### config.mk
export PLATFORM = sky130hd
export DESIGN_NAME = countdown_arbiter
export DESIGN_NICKNAME = d
export VERILOG_FILES = /design/src/rtl/countdown_arbiter.sv
export SDC_FILE = /design/constraint.sdc
export NUM_CORES = 1
export LEC_CHECK = 0
export CAP_MARGIN = 20
export CORE_ASPECT_RATIO = 0.8
export CORE_MARGIN = 1.5
export CORE_UTILIZATION = 39
export CTS_CLUSTER_SIZE = 40
export DETAILED_ROUTE_END_ITERATION = 12
export PLACE_DENSITY_LB_ADDON = 0.25
export SLEW_MARGIN = 20
export SYNTH_ARGS = -nofsm -noshare
export SYNTH_HDL_FRONTEND = slang
export SYNTH_SLANG_ARGS = --single-unit
### constraint.sdc
create_clock -name clk -period 1.7 [get_ports clk]
set_input_delay 0.34 -clock clk [delete_from_list [all_inputs] [get_ports clk]]
set_output_delay 0.34 -clock clk [all_outputs]
set_load 0.03 [all_outputs]
### src/rtl/countdown_arbiter.sv
// rtl/countdown_arbiter.sv - round-robin arbiter sharing one down counter between requesters
//
// Purpose:
//   One WIDTH-bit down counter is shared by N_REQ requesters. A round-robin
//   arbiter picks the next requester, loads its start value, counts down to
//   zero and returns a one-cycle done pulse to that requester. Used for shared
//   delay/timeout generation above the down-counter datapath.
//
// Optional feature (compile-time):
//   COUNTDOWN_ARBITER_AUTORELOAD_EN - when defined, a lone requester that keeps
//   its request high is reloaded straight from DONE back into COUNT. Grant stays
//   high and there is no IDLE gap, giving a periodic done every V+2 cycles.
//
// Ports:
//   clk       in   clock, rising edge
//   rst       in   asynchronous active-high reset
//   req       in   [N_REQ-1:0]        level request per requester
//   load_val  in   [N_REQ*WIDTH-1:0]  start value, slice [i*WIDTH +: WIDTH] = requester i
//   abort     in   cancels the countdown in progress (ignored in IDLE/DONE)
//   grant     out  [N_REQ-1:0]        one-hot owner, zero when idle
//   busy      out  high whenever the sequencer is not IDLE
//   count     out  [WIDTH-1:0]        current counter value
//   done      out  [N_REQ-1:0]        one-cycle completion pulse to the owner

module countdown_arbiter #(
  parameter int N_REQ = 4,
  parameter int WIDTH = 4
) (
  input  logic                   clk,
  input  logic                   rst,
  input  logic [N_REQ-1:0]       req,
  input  logic [N_REQ*WIDTH-1:0] load_val,
  input  logic                   abort,
  output logic [N_REQ-1:0]       grant,
  output logic                   busy,
  output logic [WIDTH-1:0]       count,
  output logic [N_REQ-1:0]       done
);

  localparam int IDX_W = (N_REQ > 1) ? $clog2(N_REQ) : 1;

  typedef enum logic [1:0] {
    IDLE  = 2'd0,
    COUNT = 2'd1,
    DONE  = 2'd2
  } state_t;

  state_t             state_q, state_d;
  logic [IDX_W-1:0]   owner_q, owner_d;
  logic [IDX_W-1:0]   rr_ptr_q, rr_ptr_d;
  logic [N_REQ-1:0]   grant_q, grant_d;
  logic [N_REQ-1:0]   done_q, done_d;
  logic [WIDTH-1:0]   count_q, count_d;
  logic               busy_q, busy_d;

  logic [IDX_W-1:0]   winner;
  logic               win_valid;
  logic [IDX_W:0]     search_sum;
  logic [IDX_W-1:0]   search_idx;
  logic [N_REQ-1:0]   winner_onehot;
  logic [N_REQ-1:0]   owner_onehot;

`ifdef COUNTDOWN_ARBITER_AUTORELOAD_EN
  logic [N_REQ-1:0]   other_req;
`endif

  // Round-robin search: candidates are rr_ptr+1, rr_ptr+2, ... modulo N_REQ.
  // The loop runs from the farthest candidate to the nearest so the nearest
  // requesting candidate is the last assignment and therefore wins.
  always_comb begin
    winner     = rr_ptr_q;
    win_valid  = 1'b0;
    search_sum = '0;
    search_idx = '0;
    for (int k = N_REQ; k >= 1; k--) begin
      search_sum = {1'b0, rr_ptr_q} + (IDX_W+1)'(k);
      if (search_sum >= (IDX_W+1)'(N_REQ)) begin
        search_sum = search_sum - (IDX_W+1)'(N_REQ);
      end
      search_idx = search_sum[IDX_W-1:0];
      if (req[search_idx]) begin
        winner    = search_idx;
        win_valid = 1'b1;
      end
    end
  end

  always_comb begin
    winner_onehot         = '0;
    winner_onehot[winner] = 1'b1;
    owner_onehot          = '0;
    owner_onehot[owner_q] = 1'b1;
  end

`ifdef COUNTDOWN_ARBITER_AUTORELOAD_EN
  assign other_req = req & ~owner_onehot;
`endif

  always_comb begin
    state_d  = state_q;
    owner_d  = owner_q;
    rr_ptr_d = rr_ptr_q;
    grant_d  = grant_q;
    count_d  = count_q;
    done_d   = '0;
    busy_d   = busy_q;

    case (state_q)
      IDLE: begin
        if (win_valid) begin
          state_d = COUNT;
          owner_d = winner;
          grant_d = winner_onehot;
          count_d = load_val[int'(winner)*WIDTH +: WIDTH];
          busy_d  = 1'b1;
        end
      end

      COUNT: begin
        if (abort) begin
          // Cancelled owner drops to lowest priority, no done pulse.
          state_d  = IDLE;
          grant_d  = '0;
          count_d  = '0;
          rr_ptr_d = owner_q;
          busy_d   = 1'b0;
        end else if (count_q == '0) begin
          state_d = DONE;
          done_d  = owner_onehot;
        end else begin
          count_d = count_q - WIDTH'(1);
        end
      end

      DONE: begin
`ifdef COUNTDOWN_ARBITER_AUTORELOAD_EN
        if (req[owner_q] && (other_req == '0)) begin
          // Lone requester still asking: restart without an IDLE gap.
          state_d = COUNT;
          count_d = load_val[int'(owner_q)*WIDTH +: WIDTH];
        end else begin
          state_d  = IDLE;
          grant_d  = '0;
          count_d  = '0;
          rr_ptr_d = owner_q;
          busy_d   = 1'b0;
        end
`else
        state_d  = IDLE;
        grant_d  = '0;
        count_d  = '0;
        rr_ptr_d = owner_q;
        busy_d   = 1'b0;
`endif
      end

      default: begin
        state_d = IDLE;
        grant_d = '0;
        count_d = '0;
        busy_d  = 1'b0;
      end
    endcase
  end

  always_ff @(posedge clk or posedge rst) begin
    if (rst) begin
      state_q  <= IDLE;
      owner_q  <= '0;
      rr_ptr_q <= IDX_W'(N_REQ - 1);
      grant_q  <= '0;
      done_q   <= '0;
      count_q  <= '0;
      busy_q   <= 1'b0;
    end else begin
      state_q  <= state_d;
      owner_q  <= owner_d;
      rr_ptr_q <= rr_ptr_d;
      grant_q  <= grant_d;
      done_q   <= done_d;
      count_q  <= count_d;
      busy_q   <= busy_d;
    end
  end

  assign grant = grant_q;
  assign done  = done_q;
  assign count = count_q;
  assign busy  = busy_q;

endmodule

## Word-level counts from Yosys, hierarchy flattened

Index checks and enable logic that the tools add are counted.

| cells by class | value |
|---|---|
| add/sub/neg operators | 9 |
| muxes and demuxes | 43 |
| equal/unequal tests | 6 |
| order comparisons | 12 |
| reductions and logical operators | 10 |
| shifts and indexed selects | 1 |

Operators by type and width:

| kind | count |
|---|---|
| $mux W4 | 8 |
| $mux W2 | 12 |
| $lt A2 B3 Y1 const B | 6 |
| $pmux W4 S2 | 2 |
| $shiftx A16 B5 Y4 | 1 |
| $ge A3 B3 Y1 const B | 4 |
| $mux W1 | 12 |
| $reduce_and A2 Y1 | 5 |
| $bmux W1 S2 | 4 |
| $pmux W2 S2 | 2 |
| $sub A2 B1 Y2 const B | 4 |
| $add A2 B2 Y3 const B | 2 |
| $ne A3 B3 Y1 const B | 2 |
| $demux W1 S2 | 2 |
| $ge A2 B1 Y1 const B | 2 |
| $logic_not A4 Y1 | 1 |
| $ne A2 B2 Y1 const B | 2 |
| $sub A4 B1 Y4 const B | 1 |
| $add A2 B1 Y3 const B | 1 |
| $add A2 B3 Y3 const B | 1 |
| $eq A2 B1 Y1 const B | 1 |
| $eq A2 B2 Y1 const B | 1 |
| $logic_and A1 B1 Y1 | 2 |
| $logic_not A2 Y1 | 1 |
| 2 further kinds | 2 |

| word-level totals | value |
|---|---|
| output and inout port bits | 13 |
| logic and storage cells | 88 |
| register bits | 19 |
| input bits | 23 |

## Longest topological paths before layout

Gate-level depths: netlist of the first run.

| depth | value |
|---|---|
| depth in word-level cells | 15 |
| gate-level depth with buffers | 7 |
| gate-level depth less buffers | 7 |

## Least setup slack after synthesis of the first run

Ideal clock, no wire load.

| path | value |
|---|---|
| kind | register -> register |
| start | register rr_ptr_q[1] |
| end | register count_q[1], in the netlist count[1] |
| period minus slack after synthesis | 1.779 ns |
| path slack | -0.079 ns |
| arrival time | 1.692 ns |
| setup time | 0.087 ns |
| cell stages (with the launch flop) | 7 |
| required time | 1.613 ns |
| cells stage by stage | dfstp_2 -> buf_6 -> mux2i_1 -> nor2_1 -> nor3_4 -> mux2_1 -> o211ai_1 |

| between the ends | value |
|---|---|
| word-level cells in the longest chain between the ends | 12 |

RTL lines:

| item | RTL line | RTL |
|---|---|---|
| from (decl) | 50 | `logic [IDX_W-1:0] rr_ptr_q, rr_ptr_d;` |
| from (signal assigned) | 170 | `rr_ptr_q <= IDX_W'(N_REQ - 1);` |
| from (signal assigned) | 178 | `rr_ptr_q <= rr_ptr_d;` |
| $add A2 B3 Y3 | 76 | `search_sum = {1'b0, rr_ptr_q} + (IDX_W+1)'(k);` |
| $ge A3 B3 Y1 / $sub A2 B1 Y2 (equally long branches) | 77, 78 |  |
| $mux W2 | 77 | `if (search_sum >= (IDX_W+1)'(N_REQ)) begin` |
| $bmux W1 S2 | 81 | `if (req[search_idx]) begin` |
| $mux W1 (not written as such) | 81 |  |
| $mux W2 (4 in a row) | 81 |  |
| $shiftx A16 B5 Y4 | 114 | `count_d = load_val[int'(winner)*WIDTH +: WIDTH];` |
| $mux W4 | 110 | `if (win_valid) begin` |
| $pmux W4 S2 | 108 | `case (state_q)` |
| to (signal assigned) | 181 | `count_q <= count_d;` |
| to (decl) | 53 | `logic [WIDTH-1:0] count_q, count_d;` |

Parallel ways exist; a longest one is shown, timed or not. The select of a mux whose other input is x is not followed.
A chain may end at the register's enable or synchronous reset.

## Worst setup path after layout of the first run

| path | value |
|---|---|
| start | register rr_ptr_q[1] |
| end | register count_q[3], in the netlist count[3] |

The elaborated chain is that of the path after synthesis.

==> flow_summary_export.csv, run 1 <==
group,metric,value,unit
detailed_routing,wirelength,2720,µm
sta,rsz0062_at_grt,"yes",
floorplan,coreArea,2520,µm²
clock_network,htree_levels,1,
synthesis,avgSynthCellArea,9.75,µm²
detailed_routing,drtPass1Iterations,4,
critical_path,cp_slowest_cell,"dfstp_2",
global_route,grt_usage,18.6,%
sta,fin_crit_sh,101,%
pwr,peakVddDrop,0.764,mV
critical_path,cp_data_arrival_time,1.90,ns
cells_and_area,nNetsFinal,185,
sta,fin_worst_skew,0.00319,ns
synthesis,synthMuxAreaShare,9.78,%
run,drv.max_cap_violation_count,0,
floorplan,die_h,49.7,µm
pwr,power_density,1590,nW/µm²
critical_path,max_stage_delay,0.61,ns
placed_design,hpwlAfterDp,1960,µm
pwr,p_clk_share,9.1,%
clock_network,postCtsHoldBufs,0,
cells_and_area,final_cell_count_no_fill,196,
synthesis,yosysWarningCount,0,
synthesis,postSynthCellCount,109,
cells_and_area,mostFrequentLayoutCell,"clkdlybuf4s50_1",
pwr,switching_share,42.8,%
critical_path,path_class,"flop to flop",
synthesis,synth_area,1060,µm²
floorplan,rows,16,
clock_network,numCtsBuffers,3,
clock_network,cts-root-buf,"clkbuf_4",
clock_network,cts_tree,"done",
synthesis,synth_top_family_by_area,"simple AND/OR/NAND/NOR gates",
floorplan,dieArea,3050,µm²
floorplan,start_util,42.1,%
detailed_routing,drc_errors,0,
clock_network,clk_pin_slew,0.11,ns
synthesis,synth_fp_nets,133,
critical_path,start_kind,"flop",
sta,drv_slew,0,
pwr,combPwrFrac,58.8,%
sta,tightestPinTransition,0.385,ns
pwr,p_total,0.00259,W
status,status,"finished, violations left",
synthesis,ys_seq_area_share,45.0,%
synthesis,synth_compound_area_share,15.8,%
sta,hold_viol_final,0,
clock_network,clk_latency,0.30,ns
global_route,grt_pass1_vias,975,
synthesis,synth_xor_xnor_area_share,0.824,%
pwr,p_int,0.00148,W
clock_network,cts_buffer_depth,2,
synthesis,synth_fa_ha_area_share,1.18,%
sta,max_freq,583,MHz
cells_and_area,layout_common_cells,"clkdlybuf4s50_1 (26), dfrtp_1 (17), buf_4 (14)",
detailed_routing,dr_total_vias,1002,
sta,tns,-0.0385,ns
cells_and_area,antenna-diode-count,0,
placed_design,dp_slack,-0.424,ns
placed_design,post-place-cells,189,
detailed_routing,wire_per_inst,13.9,µm
detailed_routing,detail-route-antenna-nets,0,
global_route,grt_overflow,0,
status,violations,"negative setup slack",
pwr,seqPwrFrac,32.1,%
global_route,antenna_found_initial,0,
clock_network,clock_sinks,19,
placed_design,port_buffers,35,
sta,fin_ws,-0.0158,ns
detailed_routing,vias_per_cell,5.11,
global_route,grt_pass1_wl,4260,µm
synthesis,ys_types,37,
detailed_routing,drtIter0Drc,33,
sta,slew_headroom,74.3,%
sta,period_minus_slack,1.72,ns
critical_path,worstPathMaxFanout,8,
worst_hold_path,hold_class,"primary input to async pin",
pwr,power_switching,0.00111,W
critical_path,required,1.88,ns
critical_path,worstPathCellList,"mux2i_2 -> nor2_2 -> nor3_4 -> buf_12 -> mux2i_1 -> o221ai_1",
cells_and_area,area_growth,53.6,%
global_route,grt_max_degree,20,
cells_and_area,drive_gt1_share,21.3,%
floorplan,die_w,61.4,µm
cells_and_area,num-fill-cells,229,
synthesis,synth_seq_cells,19,
pwr,p_leak,0.790,nW
critical_path,critPathCaptureType,"flop",
placed_design,gp_congestion,0.752,
floorplan,boundaryPins,36,
cells_and_area,post-route-util,64.7,%
synthesis,synth-simple-area-share,23.9,%
sta,setup-violations-final,4,
==> state kept, by name (all words and copies together) (netlist names) <==
| register | flops |
|---|---|
| grant | 4 |
| count | 4 |
| owner_q | 2 |
| rr_ptr_q | 2 |
| done | 4 |
| busy | 1 |
| state_q | 2 |
==> logic make-up (layout without fill, tap and decap cells) <==
kind of cell             count (synthesis)  count (layout)
multiplexers                            10              10
AND/OR/NAND/NOR                         44              44
buffers and inverters                    8              59
AO/OA/AOI/OAI                           26              26
flip-flops                              19              19
XOR/XNOR                                 1               1
adder cells (fa/ha/maj)                  1               1
==> area by class of cell <==
type | count | area, µm² | area share [%]
clock buffer | 4 | 26.3 | 1.61
inverter | 5 | 18.8 | 1.15
multi-input combinational | 82 | 581 | 35.6
sequential | 19 | 478 | 29.3
tap | 36 | 45.0 | 2.76
timing repair buffer | 50 | 483 | 29.6
==> per-layer routing <==
metal	global-route usage, %	part of all wire [%]	vias to the layer above
li1	-	-	493
met1	24.4	42	481
met2	31.6	53	26
met3	1.57	4.2	2
met4	6.38	0.70	0
met5	0	0	-
==> path summary, 6_finish.rpt <==
check                           slack, ns        start           to  depth (start not counted)
worst max-delay path                -0.02  rr_ptr_q[1]     count[3]                          6
worst min-delay path                 0.35          rst     grant[1]                          3
worst max register to register      -0.02  rr_ptr_q[1]     count[3]                          6
worst min register to register       0.49     grant[3]     grant[3]                          2
max in group asynchronous            1.09          rst  rr_ptr_q[1]                          3
min in group clk                     0.49     grant[3]     grant[3]                          2
==> repair_timing <==
| action | 4_1_cts | 5_1_grt |
|---|---|---|
| setup buffers | 2 | 1 |
| gates resized for setup | 7 | 10 |
| pin swaps | 1 | 3 |
| setup endpoints to repair | 11 | 12 |
==> power by group through the flow <==
stage	Combinational (W)	Clock, W	Sequential (W)
floorplan	0.000755	0	0.000954
global placement	0.00136	0	0.000826
detailed placement	0.00139	0	0.000833
CTS	0.00146	0.000242	0.000818
global route	0.00165	0.000259	0.000850
finish	0.00152	0.000235	0.000833
==> worst max-delay path: cells and delay by family, from the launching register on <==
kind | cells | cell delay [ns]
muxes | 2 | 0.44
buffers and inverters | 1 | 0.16
AOI/OAI and AO/OA | 1 | 0.12
and+or+nand+nor | 2 | 0.26
DFF | 1 | 0.61
==> metrics by stage <==
step,instance area (µm²),hold slack [ns]
after CTS,1590,0.346
after global routing,1630,0.409
after detailed placement,1530,0.476
after floorplan,1070,0.290
after global placement,1530,0.468
final,1630,0.348
==> synthesized netlist by cell type, drive strengths merged <==
master / instances / area share (%)
o211ai: 1 / 0.71
nor2b: 1 / 0.59
a31oi: 2 / 1.2
dfrtp: 17 / 40
o31a: 2 / 1.6
mux2i: 7 / 6.6
dfstp: 2 / 4.9
clkbuf: 2 / 0.71
nand2b: 5 / 2.9
a21oi: 6 / 2.8
and3: 1 / 0.59
mux2: 3 / 3.2
o21ai: 7 / 3.3
o22a: 1 / 0.82
nand2: 12 / 4.2
nor2: 9 / 3.2
nor4: 1 / 1.2
o221ai: 2 / 1.6
nand3: 2 / 0.94
ha: 1 / 1.2
buf: 1 / 1.1
o21a: 1 / 0.71
xnor2: 1 / 0.82
o41ai: 1 / 0.82
a211oi: 1 / 0.71
or3b: 1 / 0.82
or3: 1 / 0.59
and4b: 1 / 0.94
nor3b: 4 / 3.3
nor3: 5 / 3.9
inv: 5 / 1.8
a21o: 2 / 1.4
nand3b: 1 / 0.71
(Power assumes the default switching activity.)
==> inputs of run 2 (changes only) <==
Settings changed: REMOVE_ABC_BUFFERS from default to 1.
==> flow_summary_export.csv, run 2 (synthesis gave the netlist of run 1 again) <==
group,metric,value,unit
critical_path,path_class,"flop to flop",
floorplan,boundaryPins,36,
sta,drv_slew,0,
clock_network,cts_tree,"done",
pwr,peakVddDrop,0.893,mV
clock_network,htree_levels,1,
detailed_routing,vias_per_cell,5.32,
placed_design,gp_congestion,0.833,
sta,setup-violations-final,0,
sta,rsz0062_at_grt,"yes",
clock_network,numCtsBuffers,3,
pwr,combPwrFrac,60.3,%
cells_and_area,num-fill-cells,214,
cells_and_area,layout_common_cells,"clkdlybuf4s50_1 (25), dfrtp_1 (17), buf_4 (16)",
sta,fin_crit_sh,98.3,%
sta,period_minus_slack,1.67,ns
worst_hold_path,hold_class,"primary input to async pin",
cells_and_area,mostFrequentLayoutCell,"clkdlybuf4s50_1",
critical_path,worstPathMaxFanout,5,
clock_network,cts-root-buf,"clkbuf_4",
global_route,antenna_found_initial,0,
detailed_routing,detail-route-antenna-nets,0,
floorplan,dieArea,3050,µm²
detailed_routing,dr_total_vias,1058,
critical_path,cp_data_arrival_time,1.84,ns
sta,fin_ws,0.0289,ns
pwr,switching_share,42.4,%
cells_and_area,nNetsFinal,188,
pwr,power_switching,0.00111,W
floorplan,die_h,49.7,µm
clock_network,clk_latency,0.30,ns
clock_network,clk_pin_slew,0.10,ns
critical_path,worstPathCellList,"mux2i_1 -> nor2_2 -> nor3_4 -> buf_12 -> mux2i_2 -> o221ai_1",
pwr,p_int,0.00151,W
cells_and_area,drive_gt1_share,23.3,%
pwr,p_leak,0.798,nW
sta,fin_worst_skew,0.00711,ns
cells_and_area,antenna-diode-count,0,
detailed_routing,wirelength,2820,µm
floorplan,start_util,42.1,%
critical_path,required,1.87,ns
critical_path,cp_slowest_cell,"dfstp_2",
critical_path,r2r-end,"count[0]",
placed_design,post-place-cells,193,
global_route,grt_pass1_wl,4690,µm
run,drv.max_cap_violation_count,0,
detailed_routing,drc_errors,0,
global_route,grt_usage,20.9,%
pwr,p_clk_share,8.5,%
cells_and_area,final_cell_count_no_fill,199,
critical_path,max_stage_delay,0.58,ns
placed_design,dp_slack,-0.303,ns
detailed_routing,wire_per_inst,14.2,µm
status,status,"finished, final reports clean",
sta,slew_headroom,73.2,%
critical_path,r2r_slack,0.03,ns
sta,tightestPinTransition,0.401,ns
floorplan,rows,16,
clock_network,cts_buffer_depth,2,
critical_path,startpoint,"rr_ptr_q[1]",
global_route,grt_max_degree,20,
sta,max_freq,598,MHz
detailed_routing,drtPass1Iterations,4,
clock_network,clock_sinks,19,
pwr,seqPwrFrac,31.2,%
critical_path,cp-endpoint,"count[0]",
critical_path,worst_r2r_path_depth,6,
critical_path,worst_r2r_startpoint,"rr_ptr_q[1]",
placed_design,hpwlAfterDp,2100,µm
pwr,p_total,0.00263,W
floorplan,coreArea,2520,µm²
clock_network,postCtsHoldBufs,0,
critical_path,start_kind,"flop",
pwr,power_density,1590,nW/µm²
placed_design,port_buffers,35,
global_route,grt_overflow,0,
floorplan,die_w,61.4,µm
cells_and_area,area_growth,55.6,%
critical_path,critPathCaptureType,"flop",
detailed_routing,drtIter0Drc,26,
sta,hold_viol_final,0,
global_route,grt_pass1_vias,1052,
==> run 2: repair_timing <==
action | in CTS | in global routing
hold endpoints to repair | 0 | 0
setup endpoints to repair | 7 | 12
gates cloned | 1 | 0
pin swaps | 1 | 2
setup buffers | 1 | 1
resized for setup | 9 | 16
==> run 2: worst min-delay path by stage <==
stage                to  slack (ns)  cells after the start
5_1_grt        grant[0]        0.38                      3
3_3_place_gp   grant[2]        0.47                      2
2_1_floorplan      busy        0.29                      1
3_5_place_dp   grant[3]        0.47                      2
6_report       count[2]        0.36                      3
4_1_cts        grant[0]        0.36                      3
==> run 2: worst max-delay path, delay by kind of cell, from the launching register on <==
| family | cells | cell delay (ns) |
|---|---|---|
| buf+inv | 1 | 0.16 |
| compound gates | 1 | 0.12 |
| mux | 2 | 0.42 |
| simple gates | 2 | 0.26 |
| flops | 1 | 0.58 |
==> run 2: cell type report <==
cell class | count | area (µm²) | area share, %
Clock buffer | 4 | 26.3 | 1.59
Inverter | 5 | 18.8 | 1.14
Multi-Input combinational cell | 82 | 581 | 35.1
Sequential cell | 19 | 478 | 28.9
Tap cell | 36 | 45.0 | 2.73
Timing Repair Buffer | 53 | 504 | 30.5
==> run 2: power by group through the flow <==
| stage | registers (W) | clock network (W) | logic (W) |
|---|---|---|---|
| finish | 0.000820 | 0.000223 | 0.00158 |
| global route | 0.000847 | 0.000245 | 0.00172 |
| CTS | 0.000814 | 0.000230 | 0.00157 |
| detailed placement | 0.000823 | 0 | 0.00149 |
| global placement | 0.000815 | 0 | 0.00145 |
| floorplan | 0.000999 | 0 | 0.000666 |
==> run 2: routing by layer <==
metal  track usage [%]  wire length, µm
met5                 0                0
met4              4.61               31
met3              4.99              163
met2              37.2             1490
met1              25.0             1140
==> run 2: metrics by stage <==
stage	instance area (µm²)	utilization, %	hold slack (ns)	TNS, ns
CTS	1630	64.7	0.361	0
floorplan	1040	-	0.290	-0.0696
detailed placement	1570	62.3	0.467	-2.70
finish	1650	65.5	0.355	0
global placement	1570	62.3	0.468	-2.18
global route	1650	65.5	0.385	-0.265
==> inputs of run 3 (changes only) <==
Settings changed: CTS_CLUSTER_DIAMETER from default to 50.
==> results of run 3 <==
Same layout as run 2: the final DEF is identical, and so are final timing and power.
